==> config.mk <==
export PLATFORM = sky130hd
export DESIGN_NAME = operands_lane_serializer_flat
export DESIGN_NICKNAME = d
export VERILOG_FILES = /design/src/rtl/operands_lane_serializer_pkg.sv /design/src/rtl/operands_lane_serializer_if.sv /design/src/rtl/operands_lane_serializer_pid_select.sv /design/src/rtl/operands_lane_serializer.sv /design/src/flat_wrapper.sv
export SDC_FILE = /design/constraint.sdc
export NUM_CORES = 1
export LEC_CHECK = 0
export CAP_MARGIN = 20
export CORE_AREA = 2 2 282 284
export CTS_CLUSTER_SIZE = 24
export DETAILED_ROUTE_END_ITERATION = 10
export DIE_AREA = 0 0 284 286
export PLACE_DENSITY = 0.55
export SLEW_MARGIN = 20
export SYNTH_ARGS = -nofsm -noshare
export SYNTH_HDL_FRONTEND = slang
export SYNTH_SLANG_ARGS = --single-unit
==> constraint.sdc <==
create_clock -name clk -period 2.2 [get_ports clk]
set_input_delay 0.22 -clock clk [delete_from_list [all_inputs] [get_ports clk]]
set_output_delay 0.22 -clock clk [all_outputs]
set_load 0.05 [all_outputs]
==> src/rtl/operands_lane_serializer_pkg.sv <==
// Shared types and helpers for the operand lane serializer.
// Supplies fallback defaults for the NUM_THREADS / XLEN macros.
`ifndef NUM_THREADS
`define NUM_THREADS 4
`endif
`ifndef XLEN
`define XLEN 32
`endif

package operands_lane_serializer_pkg;

  typedef struct packed {
    logic [7:0]  uuid;
    logic [1:0]  wis;
    logic [31:0] pc;
    logic [2:0]  ex_type;
    logic [3:0]  op_type;
    logic [2:0]  op_args;
    logic        wb;
    logic [4:0]  rd;
    logic [5:0]  infl_id;
  } ops_hdr_t;

  localparam int unsigned OPS_HDR_W = $bits(ops_hdr_t);

  typedef enum logic [0:0] {StIdle, StBusy} ser_state_e;

  // Width of the beat index; never narrower than one bit.
  function automatic int unsigned pid_width(input int unsigned num_packets);
    return (num_packets <= 2) ? 1 : $clog2(num_packets);
  endfunction

endpackage

==> src/rtl/operands_lane_serializer_if.sv <==
// Packet-in / beat-out bundle of the operand lane serializer.
interface operands_lane_serializer_if
  import operands_lane_serializer_pkg::*;
#(
    parameter int unsigned NUM_THREADS = `NUM_THREADS,
    parameter int unsigned NUM_LANES   = 2,
    parameter int unsigned XLEN        = `XLEN,
    parameter int unsigned HDR_W       = OPS_HDR_W
);
  localparam int unsigned PID_W = pid_width(NUM_THREADS / NUM_LANES);

  logic                        in_valid;
  logic                        in_ready;
  logic [HDR_W-1:0]            in_hdr;
  logic [NUM_THREADS-1:0]      in_tmask;
  logic [NUM_THREADS*XLEN-1:0] in_rs1_data;
  logic [NUM_THREADS*XLEN-1:0] in_rs2_data;
  logic [NUM_THREADS*XLEN-1:0] in_rs3_data;

  logic                        out_valid;
  logic                        out_ready;
  logic [HDR_W-1:0]            out_hdr;
  logic [NUM_LANES-1:0]        out_tmask;
  logic [NUM_LANES*XLEN-1:0]   out_rs1_data;
  logic [NUM_LANES*XLEN-1:0]   out_rs2_data;
  logic [NUM_LANES*XLEN-1:0]   out_rs3_data;
  logic [PID_W-1:0]            out_pid;
  logic                        out_sop;
  logic                        out_eop;

  modport slave (
    input  in_valid, in_hdr, in_tmask, in_rs1_data, in_rs2_data, in_rs3_data, out_ready,
    output in_ready, out_valid, out_hdr, out_tmask, out_rs1_data, out_rs2_data, out_rs3_data,
           out_pid, out_sop, out_eop
  );

  modport master (
    output in_valid, in_hdr, in_tmask, in_rs1_data, in_rs2_data, in_rs3_data, out_ready,
    input  in_ready, out_valid, out_hdr, out_tmask, out_rs1_data, out_rs2_data, out_rs3_data,
           out_pid, out_sop, out_eop
  );
endinterface

==> src/rtl/operands_lane_serializer_pid_select.sv <==
// Beat sequencing: first, next and last group for a thread mask.
// With OPERANDS_SER_SKIP_EN defined, all-zero groups are skipped.
module operands_ser_pid_select
  import operands_lane_serializer_pkg::*;
#(
    parameter int unsigned NUM_THREADS = `NUM_THREADS,
    parameter int unsigned NUM_LANES   = 2,
    localparam int unsigned NUM_PACKETS = NUM_THREADS / NUM_LANES,
    localparam int unsigned PID_W       = pid_width(NUM_PACKETS)
) (
    input  logic [NUM_THREADS-1:0] tmask_i,
    input  logic [PID_W-1:0]       pid_i,
    output logic [PID_W-1:0]       first_pid_o,
    output logic [PID_W-1:0]       next_pid_o,
    output logic                   is_last_o
);

`ifdef OPERANDS_SER_SKIP_EN
    logic [NUM_PACKETS-1:0] nz;

    always_comb begin
        nz = '0;
        for (int g = 0; g < int'(NUM_PACKETS); g++) begin
            nz[g] = |tmask_i[g*NUM_LANES +: NUM_LANES];
        end
    end

    // Scan downwards so the lowest qualifying group wins; an empty mask yields pid 0, last.
    always_comb begin
        first_pid_o = '0;
        next_pid_o  = pid_i;
        is_last_o   = 1'b1;
        for (int g = int'(NUM_PACKETS) - 1; g >= 0; g--) begin
            if (nz[g]) begin
                first_pid_o = PID_W'(g);
            end
            if (nz[g] && (g > int'(pid_i))) begin
                next_pid_o = PID_W'(g);
                is_last_o  = 1'b0;
            end
        end
    end
`else
    logic unused_tmask;
    assign unused_tmask = ^tmask_i;

    always_comb begin
        first_pid_o = '0;
        is_last_o   = (int'(pid_i) == int'(NUM_PACKETS) - 1);
        next_pid_o  = is_last_o ? pid_i : pid_i + 1'b1;
    end
`endif

endmodule

==> src/rtl/operands_lane_serializer.sv <==
// One-entry warp operand buffer replayed as NUM_LANES-wide beats.
// Optional OPERANDS_SER_SKIP_EN drops beats whose tmask slice is empty.
module operands_lane_serializer
  import operands_lane_serializer_pkg::*;
#(
    parameter int unsigned NUM_THREADS = `NUM_THREADS,
    parameter int unsigned NUM_LANES   = 2,
    parameter int unsigned XLEN        = `XLEN,
    parameter int unsigned HDR_W       = OPS_HDR_W
) (
    input logic                        clk,
    input logic                        reset,
    operands_lane_serializer_if.slave  bus
);

    localparam int unsigned NUM_PACKETS = NUM_THREADS / NUM_LANES;
    localparam int unsigned PID_W       = pid_width(NUM_PACKETS);
    localparam int unsigned OP_W        = NUM_THREADS * XLEN;
    localparam int unsigned BEAT_W      = NUM_LANES * XLEN;

    ser_state_e             state_q, state_d;
    logic [PID_W-1:0]       pid_q, pid_d;
    logic [HDR_W-1:0]       hdr_q, hdr_d;
    logic [NUM_THREADS-1:0] tmask_q, tmask_d;
    logic [OP_W-1:0]        rs1_q, rs1_d;
    logic [OP_W-1:0]        rs2_q, rs2_d;
    logic [OP_W-1:0]        rs3_q, rs3_d;

    logic             busy;
    logic             in_fire;
    logic             out_fire;
    logic [PID_W-1:0] cur_first_pid;
    logic [PID_W-1:0] cur_next_pid;
    logic             cur_last;
    logic [PID_W-1:0] in_first_pid;
    logic [PID_W-1:0] in_next_pid;
    logic             in_last;

    operands_ser_pid_select #(
        .NUM_THREADS (NUM_THREADS),
        .NUM_LANES   (NUM_LANES)
    ) u_cur_sel (
        .tmask_i     (tmask_q),
        .pid_i       (pid_q),
        .first_pid_o (cur_first_pid),
        .next_pid_o  (cur_next_pid),
        .is_last_o   (cur_last)
    );

    // Only first_pid matters for an incoming packet.
    operands_ser_pid_select #(
        .NUM_THREADS (NUM_THREADS),
        .NUM_LANES   (NUM_LANES)
    ) u_in_sel (
        .tmask_i     (bus.in_tmask),
        .pid_i       ('0),
        .first_pid_o (in_first_pid),
        .next_pid_o  (in_next_pid),
        .is_last_o   (in_last)
    );

    logic unused_in_sel;
    assign unused_in_sel = ^{in_next_pid, in_last};

    assign busy     = (state_q == StBusy);
    assign out_fire = busy && bus.out_ready;
    assign in_fire  = bus.in_valid && bus.in_ready;

    assign bus.in_ready     = !busy || (out_fire && cur_last);
    assign bus.out_valid    = busy;
    assign bus.out_pid      = pid_q;
    assign bus.out_sop      = busy && (pid_q == cur_first_pid);
    assign bus.out_eop      = busy && cur_last;
    assign bus.out_hdr      = busy ? hdr_q : '0;
    assign bus.out_tmask    = busy ? tmask_q[int'(pid_q)*NUM_LANES +: NUM_LANES] : '0;
    assign bus.out_rs1_data = busy ? rs1_q[int'(pid_q)*BEAT_W +: BEAT_W] : '0;
    assign bus.out_rs2_data = busy ? rs2_q[int'(pid_q)*BEAT_W +: BEAT_W] : '0;
    assign bus.out_rs3_data = busy ? rs3_q[int'(pid_q)*BEAT_W +: BEAT_W] : '0;

    always_comb begin
        state_d = state_q;
        pid_d   = pid_q;
        hdr_d   = hdr_q;
        tmask_d = tmask_q;
        rs1_d   = rs1_q;
        rs2_d   = rs2_q;
        rs3_d   = rs3_q;

        if (out_fire) begin
            if (cur_last) begin
                state_d = StIdle;
            end else begin
                pid_d = cur_next_pid;
            end
        end

        // A load on the final beat overrides the return to idle.
        if (in_fire) begin
            state_d = StBusy;
            pid_d   = in_first_pid;
            hdr_d   = bus.in_hdr;
            tmask_d = bus.in_tmask;
            rs1_d   = bus.in_rs1_data;
            rs2_d   = bus.in_rs2_data;
            rs3_d   = bus.in_rs3_data;
        end
    end

    always_ff @(posedge clk or negedge reset) begin
        if (!reset) begin
            state_q <= StIdle;
            pid_q   <= '0;
            hdr_q   <= '0;
            tmask_q <= '0;
            rs1_q   <= '0;
            rs2_q   <= '0;
            rs3_q   <= '0;
        end else begin
            state_q <= state_d;
            pid_q   <= pid_d;
            hdr_q   <= hdr_d;
            tmask_q <= tmask_d;
            rs1_q   <= rs1_d;
            rs2_q   <= rs2_d;
            rs3_q   <= rs3_d;
        end
    end

endmodule
==> src/flat_wrapper.sv <==
// flat-port wrapper written by rule: the top's interface ports become plain ports
module operands_lane_serializer_flat import operands_lane_serializer_pkg::*;
#(
    parameter int unsigned NUM_THREADS = `NUM_THREADS,
    parameter int unsigned NUM_LANES   = 2,
    parameter int unsigned XLEN        = `XLEN,
    parameter int unsigned HDR_W       = OPS_HDR_W
)
  (clk, reset, bus_in_valid, bus_in_hdr, bus_in_tmask, bus_in_rs1_data, bus_in_rs2_data, bus_in_rs3_data, bus_out_ready, bus_in_ready, bus_out_valid, bus_out_hdr, bus_out_tmask, bus_out_rs1_data, bus_out_rs2_data, bus_out_rs3_data, bus_out_pid, bus_out_sop, bus_out_eop);
  operands_lane_serializer_if #(.NUM_THREADS(NUM_THREADS), .NUM_LANES(NUM_LANES), .XLEN(XLEN), .HDR_W(HDR_W)) bus_i ();
  input logic clk;
  input logic reset;
  input wire logic [$bits(bus_i.in_valid)-1:0] bus_in_valid;
  input wire logic [$bits(bus_i.in_hdr)-1:0] bus_in_hdr;
  input wire logic [$bits(bus_i.in_tmask)-1:0] bus_in_tmask;
  input wire logic [$bits(bus_i.in_rs1_data)-1:0] bus_in_rs1_data;
  input wire logic [$bits(bus_i.in_rs2_data)-1:0] bus_in_rs2_data;
  input wire logic [$bits(bus_i.in_rs3_data)-1:0] bus_in_rs3_data;
  input wire logic [$bits(bus_i.out_ready)-1:0] bus_out_ready;
  output wire logic [$bits(bus_i.in_ready)-1:0] bus_in_ready;
  output wire logic [$bits(bus_i.out_valid)-1:0] bus_out_valid;
  output wire logic [$bits(bus_i.out_hdr)-1:0] bus_out_hdr;
  output wire logic [$bits(bus_i.out_tmask)-1:0] bus_out_tmask;
  output wire logic [$bits(bus_i.out_rs1_data)-1:0] bus_out_rs1_data;
  output wire logic [$bits(bus_i.out_rs2_data)-1:0] bus_out_rs2_data;
  output wire logic [$bits(bus_i.out_rs3_data)-1:0] bus_out_rs3_data;
  output wire logic [$bits(bus_i.out_pid)-1:0] bus_out_pid;
  output wire logic [$bits(bus_i.out_sop)-1:0] bus_out_sop;
  output wire logic [$bits(bus_i.out_eop)-1:0] bus_out_eop;
  assign bus_i.in_valid = bus_in_valid;
  assign bus_i.in_hdr = bus_in_hdr;
  assign bus_i.in_tmask = bus_in_tmask;
  assign bus_i.in_rs1_data = bus_in_rs1_data;
  assign bus_i.in_rs2_data = bus_in_rs2_data;
  assign bus_i.in_rs3_data = bus_in_rs3_data;
  assign bus_i.out_ready = bus_out_ready;
  assign bus_in_ready = bus_i.in_ready;
  assign bus_out_valid = bus_i.out_valid;
  assign bus_out_hdr = bus_i.out_hdr;
  assign bus_out_tmask = bus_i.out_tmask;
  assign bus_out_rs1_data = bus_i.out_rs1_data;
  assign bus_out_rs2_data = bus_i.out_rs2_data;
  assign bus_out_rs3_data = bus_i.out_rs3_data;
  assign bus_out_pid = bus_i.out_pid;
  assign bus_out_sop = bus_i.out_sop;
  assign bus_out_eop = bus_i.out_eop;
  operands_lane_serializer #(.NUM_THREADS(NUM_THREADS), .NUM_LANES(NUM_LANES), .XLEN(XLEN), .HDR_W(HDR_W)) u_core (.clk(clk), .reset(reset), .bus(bus_i));
endmodule
==> Word level (Yosys, flattened, before mapping) <==
Cells that the tools add are included.
{ "word_totals": {"latchBits": 0, "romBits": 0, "ff_bits": 454, "elab_cells": 34, "mem_count": 0, "mem_bits_rw": 0} }
{ "op_classes": {"n_mux": 11, "shift": 4, "magnitude_cmp": 0, "reduce_logical": 10, "n_addsub": 1, "bitwise": 1, "div": 0, "n_mul": 0, "eq_ne": 0} }
{ "op_table": {"columns": ["op", "n"], "rows": [
  ["128-bit by 8-bit variable part select with 64-bit output", 3],
  ["64-bit 2-to-1 mux", 4],
  ["1-bit 2-to-1 mux", 6],
  ["1-bit logical AND", 5],
  ["2-bit nonzero test", 2],
  ["4-bit by 3-bit variable part select with 2-bit output", 1],
  ["2-bit 2-to-1 mux", 1],
  ["2-bit AND reduction", 1],
  ["1-bit adder (second input constant)", 1],
  ["1-bit logical NOT", 1],
  ["1-bit logical OR", 1],
  ["1-bit inverter", 1]
]} }

==> Longest topological paths before layout <==
Gate-level depths: netlist of the first run.
{ "logic_depth": {"depth_word": 6, "depth_mapped": 6, "ltp_nobuf": 2} }

==> Cells and area by module <==
Synthesis of the first run repeated with hierarchy kept, for this count alone.
{ "unflattened": {"hier_cells": 1483, "hier_area_um2": 21989.8} }
{ "modules_own_cells": {"columns": ["mod", "cells_per_inst", "area_each_um2", "instances", "seq_area_each_um2"], "rows": [
  ["operands_lane_serializer", 1473, 21929.8, 1, 11360.9],
  ["operands_ser_pid_select", 5, 30.0, 2, 0.0]
]} }

==> Worst setup path after synthesis of the first run <==
Ideal clock, no wire load.
{ "synth_path": {"path_kind": "register -> output", "from": "register u_core.pid_q (netlist: u_core.bus.out_pid)", "to": "output bus_out_rs1_data[48]", "required_ns": 1.980, "t_arrival_ns": 2.156, "path_stages_with_launch": 6, "slack_ns": -0.176, "n_path_buf": 3, "cell_sequence": "dfrtp_1 buf_2 buf_2 buf_4 mux2i_1 nor2b_1"} }
{ "synth_via": {"elab_chain_cells": 2} }
{ "synth_rtl": {"columns": ["item", "line", "rtl"], "rows": [
  ["start, declared", "operands_lane_serializer.sv:22", "logic [PID_W-1:0] pid_q, pid_d;"],
  ["start signal, assigned", "operands_lane_serializer.sv:120", "pid_q <= pid_d;"],
  ["128-bit by 8-bit variable part select with 64-bit output", "operands_lane_serializer.sv:76", "assign bus.out_rs1_data = busy ? rs1_q[int'(pid_q)*BEAT_W +: BEAT_W] : '0;"],
  ["64-bit 2-to-1 mux", "operands_lane_serializer.sv:76", null],
  ["end, declared", "flat_wrapper.sv:24", "output wire logic [$bits(bus_i.out_rs1_data)-1:0] bus_out_rs1_data;"]
]} }
No other way between the ends.

==> Final worst setup path of the first run <==
{ "layout_path": {"from": "register u_core.pid_q (netlist: u_core.bus.out_pid)", "to": "output bus_out_rs2_data[31]"} }
{ "layout_via": {"elab_chain_cells": 2} }
{ "layout_rtl": {"columns": ["item", "line", "rtl"], "rows": [
  ["128-bit by 8-bit variable part select with 64-bit output", "operands_lane_serializer.sv:77", "assign bus.out_rs2_data = busy ? rs2_q[int'(pid_q)*BEAT_W +: BEAT_W] : '0;"],
  ["64-bit 2-to-1 mux", "operands_lane_serializer.sv:77", null],
  ["end, declared", "flat_wrapper.sv:25", "output wire logic [$bits(bus_i.out_rs2_data)-1:0] bus_out_rs2_data;"]
]} }
No other way between the ends.

==> results of run 1 <==
-- flip-flops by register name (all words and copies together), names as in the netlist --
name                  cells
u_core.rs1_q            128
u_core.hdr_q             64
u_core.bus.out_pid        1
u_core.rs2_q            128
u_core.tmask_q            4
u_core.bus.out_valid      1
u_core.rs3_q            128
-- area by class of cell --
class	instances	area, um^2	area share
repair buffers	848	11800	0.309
flip-flops and latches	454	11400	0.298
multi-input cells	1364	10100	0.265
inverters	454	1700	0.0446
clock buffers	79	1590	0.0417
well taps	1050	1310	0.0344
clock inverters	18	223	0.00583
diodes	22	55.1	0.00144
-- routing by layer --
| layer | global-route usage | vias up | share of wire |
|---|---|---|---|
| met4 | 0.0838 | 6 | 0.031 |
| met5 | 0 | - | 0.00040 |
| met3 | 0.0411 | 149 | 0.049 |
| met2 | 0.380 | 615 | 0.51 |
| met1 | 0.274 | 10700 | 0.41 |
| li1 | - | 9892 | - |
-- per-stage QoR --
stage	setup WS, ns	area [um^2]	std cells	total power, mW	setup TNS, ns
floorplan	0.0232	23900	2524	35.7	0
global placement	0.261	35100	4135	53.6	0
detailed placement	0.248	35100	4135	54.1	0
CTS	-0.207	37600	4259	65.0	-21.73
global route	-0.213	38200	4286	68.5	-25.95
finish	-0.156	38200	4289	65.6	-11.89
-- tightest hold or removal path: stages --
cell,delay (ns)
buf_8,0.13
buf_4,0.21
nand2_1,0.07
o32ai_1,0.07
-- power by group through the flow --
stage | registers, mW | clock network (mW) | logic, mW
after detailed placement | 14.9 | 0 | 39.2
after floorplan | 14.0 | 0 | 21.7
final | 14.9 | 9.19 | 41.5
after CTS | 14.7 | 9.42 | 40.9
after global placement | 14.7 | 0 | 38.9
after global routing | 15.4 | 9.83 | 43.3
-- kinds of logic (layout without fill, tap and decap cells) --
| kind of cell | count (synthesis) | count (layout) | share of synthesized area |
|---|---|---|---|
| DFF | 454 | 454 | 0.481 |
| buffers and inverters | 706 | 1399 | 0.124 |
| other | 0 | 22 | 0 |
| muxes | 194 | 194 | 0.0822 |
| AOI/OAI and AO/OA | 454 | 454 | 0.171 |
| and+or+nand+nor | 715 | 715 | 0.142 |
| xor gates and xnor gates | 1 | 1 | 0.000371 |
-- placed cells by master (no fill, tap or decap), drive strengths merged --
| master | n |
|---|---|
| inv | 455 |
| dfrtp | 454 |
| clkdlybuf4s50 | 453 |
| nand2 | 452 |
| o32ai | 452 |
| buf | 385 |
| nor2b | 196 |
| mux2i | 194 |
| clkbuf | 86 |
| and2 | 65 |
| diode | 22 |
| clkinv | 12 |
| bufinv | 4 |
| bufbuf | 2 |
| xor2 | 1 |
| a22o | 1 |
| or2 | 1 |
| a21boi | 1 |
| and3 | 1 |
| clkinvlp | 1 |
| dlygate4sd3 | 1 |
-- what timing repair did --
action / 4_1_cts / 5_1_grt
setup endpoints to repair: 261 / 249
setup buffers: 18 / 3
hold buffers: 1 / 0
pin swaps: 1 / 1
gates resized for setup: 92 / 74
gates cloned: 8 / 5
hold endpoints to repair: 82 / 0
-- worst paths after layout --
| kind | startpoint | to | slack, ns | depth (start not counted) |
|---|---|---|---|---|
| hold reg to reg | u_core.hdr_q[40] | u_core.hdr_q[40] | 0.54 | 2 |
| max in group asynchronous | reset | u_core.hdr_q[15] | 1.12 | 4 |
| setup / recovery | u_core.bus.out_pid | bus_out_rs2_data[31] | -0.16 | 6 |
| setup reg to reg | u_core.bus.out_pid | u_core.rs1_q[44] | 0.10 | 7 |
| min in group asynchronous | reset | u_core.rs1_q[11] | 0.19 | 2 |
| hold / removal | bus_in_valid | u_core.rs1_q[60] | 0.14 | 4 |
==> impl_results.md, run 1 <==
* Status: complete, but fails checks
* Failing checks: negative setup slack
* First-pass GRT wire length at 140 mm
* Worst Path Max Fanout at 9
* Ys Warns at 0
* Final Core Density at 0.487
* Overall routed net length at 93.5 mm
* Critical-path top delay cell: dfrtp_4
* Global route overflow at 0
* Leakage Power at 17.1 nW
* Largest net degree at the start of global routing at 152
* Delay-heaviest family, CP: buffers and inverters
* CP bufs+invs at 4
* Die width at 284 um
* Max Fclk at 424 MHz
* Initial antenna violation count at 22
* # DRC at 0
* Site row count at 103
* Setup repair after global routing missed its margin: true
* # clock sinks at 454
* Min-delay worst type: in2reg
* Post-synthesis sequential area ratio at 0.481
* WL/cell at 21.8 um
* Synthesized flop and latch total at 454
* Top cells by area, synth: dfrtp_1 (48%), o32ai_1 (16%), mux2i_1 (8.2%)
* HPWL Detailed at 63.4 mm
* Clock latency on the worst-skew pair at 0.62 ns
* VDD IR max at 0.999 mV
* Switch share at 0.430
* WP data required at 1.98 ns
* Hold Fails Final Rpt at 0
* Max Slew Vio Count at 0
* Synth area leader: dfrtp_1
* Total internal power at 37.4 mW
* Reg clk slew, reported paths at 0.06 ns
* Crit path time final at 2.36 ns
* H-tree levels at 2
* EDFF count, synth at 0
* Synth top cells by count: dfrtp_1 (454), inv_1 (454), nand2_1 (452), o32ai_1 (443), nor2b_1 (196)
* Vias at 21400
* CP cell instances: buf_12 -> buf_12 -> buf_16 -> mux2i_1 -> nor2b_2 -> buf_12
* Count of cell types in the netlist at 18
* Core ar. at 78400 um^2
* P&R area growth vs syn at 61.6%
* Max-cap violation count at 0
* Vias in the first global route at 22400
* Port buffer count at 718
* Routed Antenna Nets at 0
* Setup violators final at 168
* WS Path Type: reg2out
* CTS root buffer: clkbuf_16
* Critical Path Sink Type: primary output
* # fillers at 7205
* Io pins at 719
* Period Utilization, post-route at 1.07
* Hold_ws at 0.143 ns
* Clock buffer depth at 3
* Power Density at 1720 nW/um^2
* Synth Flop Type: dfrtp_1
* Clock power share at 0.140
* Routed vias/inst at 4.98
* Worst Setup Start Kind: flop
* Skew final at 0.0384 ns
* CTS buffer count at 53
* Final worst slack at -0.156 ns
* Gate power share at 0.633
* Post-Synthesis Cell Area at 23600 um^2
* Starting density of the core at 0.301
* Nets at 3631
* Cells after Synth at 2524
* 1st-iter DRT viols at 1173
* Syn Nets at 2980
* Die height at 286 um
* First-pass iteration count of the detailed router at 5
* CP peak stage delay at 0.50 ns
* Fraction of registers with async set/reset at 1.00
* RePlAce Congestion at 0.826
* Top cell by count, worst path: buf_12
* NetSw at 28.2 mW
* Worst slew margin at 0.413
* GRT Total Usage at 0.221
* Share of post-route cells with drive strength above 1 at 0.220
* Sequential share of power at 0.227
* CP Data Arrival Time at 2.14 ns
* Top cell type's share of synthesized area at 0.481
* Syn_area_per_cell at 9.36 um^2
* CTS tree: built
* Die Area at 81200 um^2
* Worst slew pin tran at 0.881 ns
Power figures use the tool's default switching activity.
==> run 2: changes to the inputs <==
--- a/config.mk
+++ b/config.mk
@@ -10,6 +10,7 @@
 export CTS_CLUSTER_SIZE = 24
 export DETAILED_ROUTE_END_ITERATION = 10
 export DIE_AREA = 0 0 284 286
+export GPL_ROUTABILITY_DRIVEN = 0
 export PLACE_DENSITY = 0.55
 export SLEW_MARGIN = 20
 export SYNTH_ARGS = -nofsm -noshare
==> results of run 2 <==
Final layout, timing and power as in run 1 (identical DEF).
==> run 3: changes to the inputs <==
--- a/config.mk
+++ b/config.mk
@@ -11,8 +11,7 @@
 export DETAILED_ROUTE_END_ITERATION = 10
 export DIE_AREA = 0 0 284 286
 export GPL_ROUTABILITY_DRIVEN = 0
-export PLACE_DENSITY = 0.55
-export SLEW_MARGIN = 20
+export SLEW_MARGIN = 10
 export SYNTH_ARGS = -nofsm -noshare
 export SYNTH_HDL_FRONTEND = slang
 export SYNTH_SLANG_ARGS = --single-unit
==> run 3 against run 2 <==
The flow still finishes with violations (negative setup slack). Wire length increased by 0.90%. Maximum frequency increased by 0.66%. Die area unchanged. Sequential cell count unchanged. Utilization increased by 0.36 points. Non-clock buffer count increased by 29. Setup slack improved by 0.015 ns. Hold slack improved by 0.016 ns. Largest cell class unchanged.
==> impl_results.md, run 3 (synthesis gave the netlist of run 1 again) <==
* Initial antenna violation count at 31 (+41%)
* Die width at 284 um (unchanged)
* Crit path from: u_core.bus.out_pid
* Crit path time final at 2.34 ns (-0.0153 ns)
* Reg2Reg Launch Point: u_core.bus.out_pid
* Overall routed net length at 94.4 mm (+0.90%)
* Routed Antenna Nets at 0 (unchanged)
* # fillers at 7218 (+0.18%)
* Die Area at 81200 um^2 (unchanged)
* Vias at 21100 (-1.2%)
* Nets at 3661 (+0.83%)
* Top cell by count, worst path: buf_12
* WS Path Type: reg2out
* Share of post-route cells with drive strength above 1 at 0.226 (+0.00583)
* Status: complete, but fails checks
* Routed vias/inst at 4.88 (-2.0%)
* Max Slew Vio Count at 0 (unchanged)
* Vias in the first global route at 21600 (-3.6%)
* Failing checks: negative setup slack
* CTS tree: built
* Setup violators final at 183 (+8.9%)
* Worst slew margin at 0.550 (+0.137)
* Tot Pwr at 66.1 mW (+0.81%)
* CP Data Arrival Time at 2.12 ns (-0.02 ns)
* Critical Path End: bus_out_rs1_data[3]
* Worst Path Max Fanout at 7 (-2)
* Commonest non-fill, non-tap cells in the layout: inv_1 (453), clkdlybuf4s50_1 (453), nand2_1 (452), dfrtp_1 (452), o32ai_1 (443)
* R2R Setup Slk at 0.06 ns (-0.04 ns)
* Global route overflow at 0 (unchanged)
* Setup repair after global routing missed its margin: true
* Port buffer count at 718 (unchanged)
* # DRC at 0 (unchanged)
* Critical-path top delay cell: dfrtp_4
* 1st-iter DRT viols at 1329 (+13%)
* NetSw at 28.4 mW (+0.75%)
* R2R cell count at 8 (+1)
* WL/cell at 21.8 um (about the same)
* First-pass GRT wire length at 138 mm (-0.97%)
* CP cell instances: buf_12 -> buf_16 -> buf_12 -> mux2i_1 -> buf_4 -> nor2b_4 -> buf_12
* Power Density at 1720 nW/um^2 (about the same)
* # clock sinks at 454 (unchanged)
* Leakage Power at 17.3 nW (+0.74%)
* Clock buffer depth at 3 (unchanged)
* Sequential share of power at 0.227 (about the same)
* WP data required at 1.98 ns (about the same)
* Starting density of the core at 0.301 (unchanged)
* GRT Total Usage at 0.220 (-0.000411)
* Worst slew pin tran at 0.675 ns (-0.206 ns)
* Site row count at 103 (unchanged)
* Clock power share at 0.144 (+0.004)
* H-tree levels at 2 (unchanged)
* Final Core Density at 0.491 (+0.00356)
* Fin area at 38500 um^2 (+0.73%)
* Max Fclk at 427 MHz (+0.66%)
* Largest regs: u_core.rs1_q (128), u_core.rs2_q (128), u_core.rs3_q (128)
* CTS buffer count at 54 (+1.9%)
* Gate power share at 0.629 (-0.004)
* Min-delay worst type: in2async
* Worst Setup Start Kind: flop
* Final worst slack at -0.141 ns (+0.0153 ns)
* Core ar. at 78400 um^2 (unchanged)
* Switch share at 0.430 (about the same)
* Io pins at 719 (unchanged)
* VDD IR max at 0.990 mV (-0.93%)
* Worst reg2reg endpoint: u_core.rs3_q[97]
* First-pass iteration count of the detailed router at 5 (unchanged)
* P&R area growth vs syn at 62.8%
* Hold Fails Final Rpt at 0 (unchanged)
* Max-cap violation count at 0 (unchanged)
* Largest net degree at the start of global routing at 131 (-14%)
* Die height at 286 um (unchanged)
* Clock latency on the worst-skew pair at 0.61 ns (about the same)
* Placed cell area at 35000 um^2 (-0.22%)
* Skew final at 0.0105 ns (-0.0279 ns)
* Period Utilization, post-route at 1.06 (-0.00697)
* Total internal power at 37.7 mW (+0.86%)
* Reg clk slew, reported paths at 0.07 ns (about the same)
* CP peak stage delay at 0.51 ns (about the same)
* Critical Path Sink Type: primary output
* CTS root buffer: clkbuf_16
* HPWL Detailed at 63.0 mm (-0.67%)
## run 3: changes by cell type in the layout (fill, tap and decap cells not counted), moves of 4 or more
cell	previous run	this run
buf_4	53	84
nor2b_1	18	30
nor2b_2	164	155
clkbuf_16	60	67
mux2i_2	13	23
and2_4	6	2
buf_12	303	293
mux2i_1	167	156
and2_1	58	62
## run 3: how the worst min path moves through the flow
stage	slack, ns	cells after the start	from	endpoint
after floorplan	-0.08	0	reset	u_core.bus.out_pid
after global routing	0.16	3	bus_in_rs3_data[107]	u_core.rs3_q[107]
after global placement	0.23	1	reset	u_core.rs2_q[81]
final	0.16	2	reset	u_core.rs2_q[81]
after detailed placement	0.23	1	reset	u_core.rs2_q[81]
after CTS	0.12	3	bus_in_rs1_data[20]	u_core.rs1_q[20]
## run 3: stage by stage
| stage | std cells | TNS, ns | setup slack (ns) | hold slack, ns |
|---|---|---|---|---|
| final | 4324 | -10.54 | -0.141 | 0.159 |
| after detailed placement | 4148 | 0 | 0.258 | 0.228 |
| after CTS | 4285 | -20.12 | -0.190 | 0.124 |
| after global placement | 4148 | 0 | 0.294 | 0.227 |
| after global routing | 4322 | -25.65 | -0.203 | 0.159 |
| after floorplan | 2524 | 0 | 0.0232 | -0.0756 |
## run 3: repair_timing
action,CTS,global route
cloned,11,10
pin swaps,1,1
buffers inserted,25,8
hold endpoints to repair,39,0
setup endpoints to repair,258,326
resized for setup,93,77
hold buffers,1,0
## run 3: power groups by stage
stage | combinational, mW | sequential, mW | clock [mW]
6_report | 41.6 | 15.0 | 9.51
5_1_grt | 43.5 | 15.4 | 10.1
4_1_cts | 40.8 | 14.9 | 9.74
3_5_place_dp | 38.6 | 14.9 | 0
3_3_place_gp | 38.4 | 14.8 | 0
2_1_floorplan | 21.7 | 14.0 | 0
## run 3: metal layers
metal,vias up,GRT usage,wire length (um)
met5,-,0,85
met4,12,0.104,3610
met3,169,0.0465,4800
met2,591,0.359,46300
met1,10400,0.279,39600
li1,9972,-,-
## run 3: worst max-delay path: cells and delay by family, from the launching register on
family	cells	cell delay, ns
flip-flops	1	0.51
AND/OR/NAND/NOR	1	0.12
buffers and inverters	5	0.76
multiplexers	1	0.11
## run 3: layout make-up
type / count / area (um^2) / share of cell area
Sequential cell: 454 / 11400 / 0.296
Tap cell: 1050 / 1310 / 0.0342
Clock inverter: 15 / 196 / 0.00511
Inverter: 454 / 1700 / 0.0443
Multi-Input combinational cell: 1364 / 10100 / 0.263
Antenna cell: 25 / 62.6 / 0.00163
Timing Repair Buffer: 877 / 12000 / 0.313
Clock buffer: 85 / 1690 / 0.0439
